$ cat src/rtl/cpu_ctrl_seq_pkg.sv
`default_nettype none
// ============================================================================
// Module   : cpu_ctrl_seq_pkg
// Brief    : Shared types for the 8-bit CPU fetch/decode/execute sequencer:
//            opcodes, controller states, ALU operations, instruction fields.
// Revision : 1.0 - initial release
// ============================================================================
package cpu_ctrl_seq_pkg;

  // Instruction byte layout: [7:5] opcode, [4] bank select, [3:0] address
  localparam int OPC_MSB  = 7;
  localparam int OPC_LSB  = 5;
  localparam int BANK_BIT = 4;
  localparam int ADDR_MSB = 3;

  typedef enum logic [2:0] {
    OP_NOP   = 3'b000,
    OP_LOAD  = 3'b001,
    OP_STORE = 3'b010,
    OP_ADD   = 3'b011,
    OP_SUB   = 3'b100,
    OP_JMP   = 3'b101,
    OP_JZ    = 3'b110,
    OP_HALT  = 3'b111
  } opcode_e;

  typedef enum logic [2:0] {
    ST_IDLE   = 3'd0,
    ST_FETCH  = 3'd1,
    ST_DECODE = 3'd2,
    ST_EXEC   = 3'd3,
    ST_MEM    = 3'd4,
    ST_HALT   = 3'd5,
    ST_FAULT  = 3'd6
  } ctrl_state_e;

  typedef enum logic [1:0] {
    ALU_PASS = 2'b00,
    ALU_ADD  = 2'b01,
    ALU_SUB  = 2'b10
  } alu_op_e;

  function automatic opcode_e opcode_of(input logic [7:0] instr);
    return opcode_e'(instr[OPC_MSB:OPC_LSB]);
  endfunction

endpackage
`default_nettype wire

$ cat src/rtl/cpu_ctrl_seq_if.sv
`default_nettype none
// ============================================================================
// Module   : cpu_ctrl_seq_if
// Brief    : Bus bundle between the sequencer (master) and its environment:
//            instruction fetch, data handshake, decoder and ALU controls.
// Revision : 1.0 - initial release
// ============================================================================
interface cpu_ctrl_seq_if #(
  parameter int PC_W = 8
);
  logic            start_i;
  logic            imem_req_o;
  logic            imem_ack_i;
  logic [7:0]      imem_rdata_i;
  logic [PC_W-1:0] pc_o;
  logic [7:0]      instr_o;
  logic            rd_o;
  logic            wr_o;
  logic            mem_ack_i;
  logic            zero_i;
  logic [1:0]      alu_op_o;
  logic            acc_we_o;
  logic            halted_o;
  logic            fault_o;

  modport master (
    input  start_i, imem_ack_i, imem_rdata_i, mem_ack_i, zero_i,
    output imem_req_o, pc_o, instr_o, rd_o, wr_o, alu_op_o, acc_we_o,
           halted_o, fault_o
  );

  modport slave (
    output start_i, imem_ack_i, imem_rdata_i, mem_ack_i, zero_i,
    input  imem_req_o, pc_o, instr_o, rd_o, wr_o, alu_op_o, acc_we_o,
           halted_o, fault_o
  );
endinterface
`default_nettype wire

$ cat src/rtl/cpu_ctrl_seq_wait_timer.sv
`default_nettype none
// ============================================================================
// Module   : cpu_ctrl_seq_wait_timer
// Brief    : Handshake wait counter. expired is high during the WAIT_MAX-th
//            consecutive counted cycle, so an ack in that cycle still wins.
// Revision : 1.0 - initial release
// ============================================================================
module cpu_ctrl_seq_wait_timer #(
  parameter int WAIT_MAX = 15
) (
  input  wire logic clk,
  input  wire logic rst_n,
  input  wire logic clear,
  input  wire logic count_en,
  output logic      expired
);
  localparam logic [7:0] c_last = 8'(WAIT_MAX - 1);

  logic [7:0] r_cnt;

  // Count waiting cycles; saturate at the limit, restart on state entry
  always_ff @(posedge clk or negedge rst_n) begin
    if (!rst_n) begin
      r_cnt <= '0;
    end else if (clear) begin
      r_cnt <= '0;
    end else if (count_en && (r_cnt != c_last)) begin
      r_cnt <= r_cnt + 8'd1;
    end
  end

  assign expired = count_en && (r_cnt == c_last);
endmodule
`default_nettype wire

$ cat src/rtl/cpu_ctrl_seq.sv
`default_nettype none
// ============================================================================
// Module   : cpu_ctrl_seq
// Brief    : Fetch/decode/execute sequencer for the 8-bit CPU. Fetches and
//            latches instruction bytes, drives decoder strobes and ALU
//            controls, and bounds every handshake with a wait timer.
// Revision : 1.0 - initial release
// ============================================================================
module cpu_ctrl_seq
  import cpu_ctrl_seq_pkg::*;
#(
  parameter int PC_W     = 8,
  parameter int WAIT_MAX = 15
) (
  input wire logic        clk,
  input wire logic        rst_n,
  cpu_ctrl_seq_if.master  bus
);
  ctrl_state_e     r_state, w_next;
  logic [PC_W-1:0] r_pc;
  logic [7:0]      r_instr;
  opcode_e         w_opc;
  logic            w_expired, w_wait_en, w_wait_clr;

  logic    r_req, r_rd, r_wr, r_acc_we, r_halted, r_fault;
  alu_op_e r_alu_op;
  logic    w_req_nxt, w_rd_nxt, w_wr_nxt, w_acc_we_nxt, w_halted_nxt, w_fault_nxt;
  alu_op_e w_alu_op_nxt;

  assign w_opc      = opcode_of(r_instr);
  assign w_wait_en  = (r_state == ST_FETCH) || (r_state == ST_MEM);
  assign w_wait_clr = (w_next != r_state);

  cpu_ctrl_seq_wait_timer #(.WAIT_MAX(WAIT_MAX)) u_wait_timer (
    .clk      (clk),
    .rst_n    (rst_n),
    .clear    (w_wait_clr),
    .count_en (w_wait_en),
    .expired  (w_expired)
  );

  // State register
  always_ff @(posedge clk or negedge rst_n) begin
    if (!rst_n) r_state <= ST_IDLE;
    else        r_state <= w_next;
  end

  // Next-state logic; an ack always beats the wait limit
  always_comb begin
    w_next = r_state;
    case (r_state)
      ST_IDLE:   if (bus.start_i) w_next = ST_FETCH;
      ST_FETCH: begin
        if (bus.imem_ack_i)  w_next = ST_DECODE;
        else if (w_expired)  w_next = ST_FAULT;
      end
      ST_DECODE: w_next = ST_EXEC;
      ST_EXEC: begin
        case (w_opc)
          OP_LOAD, OP_STORE: w_next = ST_MEM;
          OP_HALT:           w_next = ST_HALT;
          default:           w_next = ST_FETCH;
        endcase
      end
      ST_MEM: begin
        if (bus.mem_ack_i)   w_next = ST_FETCH;
        else if (w_expired)  w_next = ST_FAULT;
      end
      ST_HALT:   if (bus.start_i) w_next = ST_FETCH;
      ST_FAULT:  w_next = ST_FAULT;
      default:   w_next = ST_IDLE;
    endcase
  end

  // Output values for the state being entered, so outputs come from flops
  always_comb begin
    w_req_nxt    = (w_next == ST_FETCH);
    w_rd_nxt     = (w_next == ST_MEM) && (w_opc == OP_LOAD);
    w_wr_nxt     = (w_next == ST_MEM) && (w_opc == OP_STORE);
    w_acc_we_nxt = 1'b0;
    w_alu_op_nxt = ALU_PASS;
    w_halted_nxt = (w_next == ST_HALT);
    w_fault_nxt  = (w_next == ST_FAULT);
    if (w_next == ST_EXEC) begin
      if (w_opc == OP_ADD) begin
        w_acc_we_nxt = 1'b1;
        w_alu_op_nxt = ALU_ADD;
      end else if (w_opc == OP_SUB) begin
        w_acc_we_nxt = 1'b1;
        w_alu_op_nxt = ALU_SUB;
      end
    end
  end

  // Output registers
  always_ff @(posedge clk or negedge rst_n) begin
    if (!rst_n) begin
      r_req    <= 1'b0;
      r_rd     <= 1'b0;
      r_wr     <= 1'b0;
      r_acc_we <= 1'b0;
      r_alu_op <= ALU_PASS;
      r_halted <= 1'b0;
      r_fault  <= 1'b0;
    end else begin
      r_req    <= w_req_nxt;
      r_rd     <= w_rd_nxt;
      r_wr     <= w_wr_nxt;
      r_acc_we <= w_acc_we_nxt;
      r_alu_op <= w_alu_op_nxt;
      r_halted <= w_halted_nxt;
      r_fault  <= w_fault_nxt;
    end
  end

  // Program counter and instruction latch
  always_ff @(posedge clk or negedge rst_n) begin
    if (!rst_n) begin
      r_pc    <= '0;
      r_instr <= '0;
    end else if ((r_state == ST_FETCH) && bus.imem_ack_i) begin
      r_instr <= bus.imem_rdata_i;
      r_pc    <= r_pc + PC_W'(1);
    end else if ((r_state == ST_EXEC) &&
                 ((w_opc == OP_JMP) || ((w_opc == OP_JZ) && bus.zero_i))) begin
      r_pc <= PC_W'({r_instr[BANK_BIT], r_instr[ADDR_MSB:0]});
    end
  end

  assign bus.imem_req_o = r_req;
  assign bus.pc_o       = r_pc;
  assign bus.instr_o    = r_instr;
  assign bus.rd_o       = r_rd;
  assign bus.wr_o       = r_wr;
  assign bus.alu_op_o   = r_alu_op;
  assign bus.halted_o   = r_halted;
  assign bus.fault_o    = r_fault;
  // Load data arrives with mem_ack, so its accumulator write must share that cycle
  assign bus.acc_we_o   = r_acc_we || ((r_state == ST_MEM) && r_rd && bus.mem_ack_i);
endmodule
`default_nettype wire

$ cat src/flat_wrapper.sv
// flat-port wrapper written by rule: the top's interface ports become plain ports
module cpu_ctrl_seq_flat import cpu_ctrl_seq_pkg::*;
#(
  parameter int PC_W     = 8,
  parameter int WAIT_MAX = 15
)
  (clk, rst_n, bus_start_i, bus_imem_ack_i, bus_imem_rdata_i, bus_mem_ack_i, bus_zero_i, bus_imem_req_o, bus_pc_o, bus_instr_o, bus_rd_o, bus_wr_o, bus_alu_op_o, bus_acc_we_o, bus_halted_o, bus_fault_o);
  cpu_ctrl_seq_if #(.PC_W(PC_W)) bus_i ();
  input wire logic clk;
  input wire logic rst_n;
  input wire logic [$bits(bus_i.start_i)-1:0] bus_start_i;
  input wire logic [$bits(bus_i.imem_ack_i)-1:0] bus_imem_ack_i;
  input wire logic [$bits(bus_i.imem_rdata_i)-1:0] bus_imem_rdata_i;
  input wire logic [$bits(bus_i.mem_ack_i)-1:0] bus_mem_ack_i;
  input wire logic [$bits(bus_i.zero_i)-1:0] bus_zero_i;
  output wire logic [$bits(bus_i.imem_req_o)-1:0] bus_imem_req_o;
  output wire logic [$bits(bus_i.pc_o)-1:0] bus_pc_o;
  output wire logic [$bits(bus_i.instr_o)-1:0] bus_instr_o;
  output wire logic [$bits(bus_i.rd_o)-1:0] bus_rd_o;
  output wire logic [$bits(bus_i.wr_o)-1:0] bus_wr_o;
  output wire logic [$bits(bus_i.alu_op_o)-1:0] bus_alu_op_o;
  output wire logic [$bits(bus_i.acc_we_o)-1:0] bus_acc_we_o;
  output wire logic [$bits(bus_i.halted_o)-1:0] bus_halted_o;
  output wire logic [$bits(bus_i.fault_o)-1:0] bus_fault_o;
  assign bus_i.start_i = bus_start_i;
  assign bus_i.imem_ack_i = bus_imem_ack_i;
  assign bus_i.imem_rdata_i = bus_imem_rdata_i;
  assign bus_i.mem_ack_i = bus_mem_ack_i;
  assign bus_i.zero_i = bus_zero_i;
  assign bus_imem_req_o = bus_i.imem_req_o;
  assign bus_pc_o = bus_i.pc_o;
  assign bus_instr_o = bus_i.instr_o;
  assign bus_rd_o = bus_i.rd_o;
  assign bus_wr_o = bus_i.wr_o;
  assign bus_alu_op_o = bus_i.alu_op_o;
  assign bus_acc_we_o = bus_i.acc_we_o;
  assign bus_halted_o = bus_i.halted_o;
  assign bus_fault_o = bus_i.fault_o;
  cpu_ctrl_seq #(.PC_W(PC_W), .WAIT_MAX(WAIT_MAX)) u_core (.clk(clk), .rst_n(rst_n), .bus(bus_i));
endmodule
$ cat config.mk
export PLATFORM = sky130hd
export DESIGN_NAME = cpu_ctrl_seq_flat
export DESIGN_NICKNAME = d
export VERILOG_FILES = /design/src/rtl/cpu_ctrl_seq_pkg.sv /design/src/rtl/cpu_ctrl_seq_if.sv /design/src/rtl/cpu_ctrl_seq_wait_timer.sv /design/src/rtl/cpu_ctrl_seq.sv /design/src/flat_wrapper.sv
export SDC_FILE = /design/constraint.sdc
export NUM_CORES = 1
export LEC_CHECK = 0
export ABC_AREA = 1
export CORE_MARGIN = 1.5
export CORE_UTILIZATION = 36
export DETAILED_ROUTE_END_ITERATION = 12
export GPL_TIMING_DRIVEN = 1
export RECOVER_POWER = 50
export SYNTH_ARGS = -nofsm -noshare
export SYNTH_HDL_FRONTEND = slang
export SYNTH_SLANG_ARGS = --single-unit
$ cat constraint.sdc
create_clock -name clk -period 1.9 [get_ports clk]
set_clock_uncertainty 0.05 [all_clocks]
set_input_delay 0.19 -clock clk [delete_from_list [all_inputs] [get_ports clk]]
set_output_delay 0.19 -clock clk [all_outputs]
set_load 0.02 [all_outputs]
==> After elaboration in Yosys (flattened, before gate mapping) <==
Index checks and enable logic that the tools add are counted.
{ "op_classes": {"n_addsub": 2, "n_eq_ne": 21, "muxes": 16, "reduce_logical": 17} }
{ "op_table": {"columns": ["cell", "n"], "rows": [
  ["$mux 8", 4],
  ["$eq 3x3->1 const B", 10],
  ["$pmux 3 s6", 1],
  ["$add 8x1->8 const B", 2],
  ["$eq 3x2->1 const B", 5],
  ["$mux 3", 4],
  ["$eq 3x1->1 const B", 3],
  ["$logic_and 1x1->1", 9],
  ["$eq 8x4->1 const B", 1],
  ["$ne 8x4->1 const B", 1],
  ["$mux 2", 3],
  ["$pmux 3 s2", 1],
  ["$reduce_bool 2->1", 2],
  ["$reduce_or 2->1", 2],
  ["$logic_not 3->1", 1],
  ["$logic_or 1x1->1", 3],
  ["$mux 1", 3],
  ["$ne 3x3->1", 1]
]} }
{ "word_totals": {"register_bits": 35, "input_bits": 14, "output_inout_bits": 24} }

==> Logic depth before layout (Yosys ltp) <==
{ "depth": {"ltp_word": 8, "depth_mapped": 13, "mapped_depth_nobuf": 13} }

==> Hierarchy <==
From an unflattened synthesis, not the netlist that was laid out.
{ "unflattened": {"hier_cells": 251, "hier_area_um2": 1945.6} }
{ "by_module_without_submodules": {"columns": ["module", "n_inst", "cells_per_inst", "area_per_inst_um2", "seq_area_each_um2"], "rows": [
  ["cpu_ctrl_seq", 1, 182, 1440.1, 675.6],
  ["cpu_ctrl_seq_wait_timer", 1, 69, 505.5, 200.2]
]} }

==> Worst setup path before layout <==
OpenSTA, ideal clock, no wires.
{ "synth_path": {"kind": "register to register", "startpoint": "register u_core.r_instr[7], in the netlist u_core.bus.instr_o[7]", "endpoint": "register u_core.u_wait_timer.r_cnt[2]", "setup_time_ps": 120, "t_arrival_ps": 1396, "setup_slack_ps": 334, "path_stages_with_launch": 11, "n_path_buf": 0, "path_cell_list": "dfrtp_1 -> inv_1 -> nand3_1 -> nand3_1 -> nand2_1 -> nor2_1 -> nand3_2 -> nand2_1 -> nand2_1 -> nand2_2 -> nor2_1"} }
{ "synth_via": {"elab_chain_len": 6, "elab_cells_between_ends": 9} }
{ "synth_lines": {"columns": ["element", "line", "rtl"], "rows": [
  ["start: declaration", "cpu_ctrl_seq.sv:21", "logic [7:0] r_instr;"],
  ["start signal: assignment", "cpu_ctrl_seq.sv:122", "r_instr <= bus.imem_rdata_i;"],
  ["$eq 3x2->1 / $eq 3x1->1 (equally long branches)", "cpu_ctrl_seq.sv:59", "case (w_opc)"],
  ["$reduce_or 2->1", "cpu_ctrl_seq.sv:59", null],
  ["$pmux 3 s2 (*)", "cpu_ctrl_seq.sv:59", null],
  ["$pmux 3 s6 (*)", "cpu_ctrl_seq.sv:51", "case (r_state)"],
  ["net u_core.w_next[0]", "cpu_ctrl_seq.sv:19", "ctrl_state_e r_state, w_next;"],
  ["$ne 3x3->1 (*)", "cpu_ctrl_seq.sv:32", "assign w_wait_clr = (w_next != r_state);"],
  ["$mux 8 / $reduce_bool 2->1 (equally long branches)", null, null],
  ["end signal: assignment", "cpu_ctrl_seq_wait_timer.sv:28", "r_cnt <= r_cnt + 8'd1;"],
  ["end: declaration", "cpu_ctrl_seq_wait_timer.sv:19", "logic [7:0] r_cnt;"]
]} }
Mark *: on every way through the listed nets, which the timed path passes. The rest lies on a longest branch.
A chain may end at the register's enable or synchronous reset.

==> Final worst setup path <==
{ "layout_path": {"startpoint": "register u_core.u_wait_timer.r_cnt[0]", "endpoint": "register u_core.u_wait_timer.r_cnt[1]"} }
{ "layout_via": {"elab_chain_len": 7, "elab_cells_between_ends": 13} }
{ "layout_lines": {"columns": ["element", "line", "rtl"], "rows": [
  ["$eq 8x4->1 (*)", "cpu_ctrl_seq_wait_timer.sv:32", "assign expired = count_en && (r_cnt == c_last);"],
  ["$logic_and 1x1->1 (*)", "cpu_ctrl_seq_wait_timer.sv:32", null],
  ["$mux 3 (*)", "cpu_ctrl_seq.sv:55, cpu_ctrl_seq.sv:67", null],
  ["$mux 3, on equally long branches", "cpu_ctrl_seq.sv:66, cpu_ctrl_seq.sv:54", null],
  ["$pmux 3 s6 (*)", "cpu_ctrl_seq.sv:51", null],
  ["net u_core.w_next[0]", "cpu_ctrl_seq.sv:19", null],
  ["$ne 3x3->1 (*)", "cpu_ctrl_seq.sv:32", null],
  ["$mux 8 / $reduce_bool 2->1 (equally long branches)", null, null]
]} }
Mark *: on every way through the listed nets, which the timed path passes. The rest lies on a longest branch. The select of a mux whose other input is x is not followed.

==> impl_metrics.env <==
export IMPL_h_tree_depth=2
export IMPL_setup_viol=0
export IMPL_period_needed_ns=1.78
export IMPL_die_y_um=73.2
export IMPL_place_area_um2=2230
export IMPL_die_area_um2=5360
export IMPL_vias_per_cell=4.65
export IMPL_final_util_pct=49.4
export IMPL_hold_class="input pin to flop"
export IMPL_tns_ns=0
export IMPL_r2r_cells=11
export IMPL_worstSetupPathType="flop to flop"
export IMPL_yosysUniqueCellTypes=28
export IMPL_vias=1529
export IMPL_p_leak_nw=1.09
export IMPL_required_ns=2.03
export IMPL_final_hold_violation_count=0
export IMPL_dp_slack_ns=0.121
export IMPL_cp_start_kind="flop"
export IMPL_synth_area_um2=1780
export IMPL_cp_data_arrival_time_ns=1.91
export IMPL_rr_startpoint="u_core.u_wait_timer.r_cnt[0]"
export IMPL_crit_chain="inv_1 -> ha_1 -> nand3_1 -> nor2_2 -> nand2_2 -> nand3_2 -> nand3_2 -> nand2_1 -> nand2_1 -> nand2_4 -> nor2_1"
export IMPL_status="finished clean"
export IMPL_drive_gt1_share_pct=10.7
export IMPL_fin_area_um2=2330
export IMPL_powerDensity_nw_per_um2=1430
export IMPL_ys_warn_count=0
export IMPL_cp_end_kind="flop"
export IMPL_max_freq_mhz=562
export IMPL_postSynthCellCount=215
export IMPL_drt_iter0_drc=85
export IMPL_cp_max_fo=8
export IMPL_start_util_pct=37.6
export IMPL_globalRoute_totalOverflow=0
export IMPL_path_clk_slew_ns=0.08
export IMPL_area_delta_synth_final_pct=31.5
export IMPL_post_route_drc_count=0
export IMPL_ios=38
export IMPL_fin_crit_sh_pct=93.7
export IMPL_io_buffers=37
export IMPL_n_antenna_cell=0
export IMPL_slowest_stage="dfrtp_1"
export IMPL_r2r_slack_ns=0.12
export IMPL_cts_buffer_depth=2
export IMPL_critPathMaxStageDelay_ns=0.43
export IMPL_ant_nets=0
export IMPL_maxCapViolCount=0
export IMPL_slew_headroom_pct=41.5
export IMPL_synth_top_cell_by_area="dfrtp_1"
export IMPL_synth_area_top_cells="dfrtp_1 49%, nand2_1 12%, nor2_1 6.1%, nand3_1 4.8%, inv_1 3.8%"
export IMPL_antenna_found_initial=0
export IMPL_wl_per_cell_um=11.7
export IMPL_core_region_area_um2=4720
export IMPL_post_cts_buffers=0
export IMPL_cts_tree="done"
export IMPL_totalWireLength_um=3830
export IMPL_cts_root_buf="clkbuf_8"
export IMPL_grt_max_degree=36
export IMPL_place_gp_congestion=0.922
export IMPL_avgSynthCellArea_um2=8.26
export IMPL_ys_seq_area_share_pct=49.3
export IMPL_hpwl_um=2730
export IMPL_synth_seq_cells=35
export IMPL_maxSlewViolCount=0
export IMPL_hold_path_cell_count=3
export IMPL_reg2reg_to="u_core.u_wait_timer.r_cnt[1]"
export IMPL_grt_pass1_vias=1472
export IMPL_die_w_um=73.2
export IMPL_synth_nets=232
export IMPL_min_delay_start="bus_imem_rdata_i[1]"
export IMPL_hold_end="u_core.bus.instr_o[1]"
export IMPL_grt_pass1_wl_um=6490
export IMPL_nets=278
export IMPL_worst_slew_pin_slew_ns=0.878
export IMPL_insertion_delay_ns=0.29
export IMPL_cts_sinks=35
export IMPL_finalWorstSetupSlack_ns=0.119
export IMPL_rows=25
export IMPL_synth_top_area_share_pct=49.3
export IMPL_track_usage_pct=15.9
export IMPL_ir_drop_mv=0.870
export IMPL_drtPass1Iterations=4
export IMPL_numCtsBuffers=5
-- how the worst max path moves through the flow --
stage | from | endpoint | slack [ns] | cells after the start
4_1_cts | u_core.u_wait_timer.r_cnt[0] | u_core.u_wait_timer.r_cnt[1] | 0.1 | 11
2_1_floorplan | u_core.bus.instr_o[7] | u_core.u_wait_timer.r_cnt[2] | 0.33 | 10
3_5_place_dp | u_core.u_wait_timer.r_cnt[0] | u_core.u_wait_timer.r_cnt[1] | 0.12 | 11
5_1_grt | u_core.u_wait_timer.r_cnt[0] | u_core.u_wait_timer.r_cnt[4] | -0.005 | 11
6_report | u_core.u_wait_timer.r_cnt[0] | u_core.u_wait_timer.r_cnt[1] | 0.12 | 11
3_3_place_gp | u_core.r_state[0] | bus_acc_we_o | 0.15 | 4
-- where the power goes --
group          internal (mW)  total (mW)  switching, mW
registers              0.949        1.14          0.190
logic                  0.670        1.68           1.01
clock network          0.256       0.530          0.274
-- worst max-delay path, delay by kind of cell, from the launching register on --
family | cells | cell delay [ns]
fa+ha+maj | 1 | 0.16
flops | 1 | 0.43
simple gates | 9 | 0.96
buf+inv | 1 | 0.08
-- flip-flops by register name, indices dropped and copies added, names as in the netlist --
signal,flops
u_core.bus.alu_op_o,2
u_core.bus.fault_o,1
u_core.bus.halted_o,1
u_core.bus.imem_req_o,1
u_core.bus.instr_o,8
u_core.bus.pc_o,8
u_core.bus.rd_o,1
u_core.bus.wr_o,1
u_core.r_acc_we,1
u_core.r_state,3
u_core.u_wait_timer.r_cnt,8
-- metal layers --
metal	vias to the layer above	part of all wire, %	global-route usage [%]
met5	-	0	0
met4	0	1.6	6.71
met3	6	5.9	4.56
met2	39	42	23.2
met1	690	50	22.0
li1	794	-	-
-- synth_stat cells (all sizes together) --
master,n
o211ai,1
o21bai,1
ha,3
o21ai,10
clkbuf,1
mux2,1
xor2,6
nand2,61
inv,19
dfrtp,35
nor3,4
a31oi,3
nor2,31
xnor2,2
nand3,20
a21oi,3
mux2i,1
nand4,6
buf,3
nor3b,2
o22ai,1
o221ai,1
-- per-stage QoR --
stage	power, mW	std cells	hold slack [ns]
2_1_floorplan	2.18	215	-0.156
3_3_place_gp	2.80	320	0.275
3_5_place_dp	2.80	320	0.281
4_1_cts	3.35	329	0.374
5_1_grt	3.63	329	0.408
6_report	3.35	329	0.381
-- cell families after synthesis --
logic type	count (synthesis)	synth area share [%]
and+or+nand+nor	124	31.0
xor gates and xnor gates	8	3.95
muxes	2	1.20
buffers and inverters	23	5.78
adders and majority gates	3	2.11
AOI/OAI and AO/OA	20	6.62
DFF	35	49.3
-- timing repair --
action / CTS / global route
endpoints found under the hold margin: 35 / 0
cloned: 0 / 0
resized for setup: 1 / 3
hold buffers: 1 / 0
setup endpoints to repair: 1 / 8
-- cell type report --
| cell class | count | area, um^2 |
|---|---|---|
| fillers | 455 | 2390 |
| flip-flops and latches | 35 | 876 |
| multi-input cells | 157 | 807 |
| repair buffers | 43 | 412 |
| well taps | 67 | 83.8 |
| clock buffers | 6 | 72.6 |
| inverters | 19 | 71.3 |
| clock inverters | 2 | 12.5 |
-- cells in the final DEF (no fill, tap or decap), types with 2 or more instances in the layout --
master and n:
clkbuf_8 5, nor3_1 4, nand4_1 6, nor2_2 4, dfrtp_1 35, nand3_1 17, buf_4 5, xnor2_1 2
nor3b_1 2, a31oi_1 3, o21ai_0 9, a21oi_1 3, nand2_2 4, nand3_2 3, nand2_1 56, inv_1 18
nor2_1 27, ha_1 3, xor2_1 6, clkdlybuf4s50_1 35
Power figures use the tool's default switching activity.
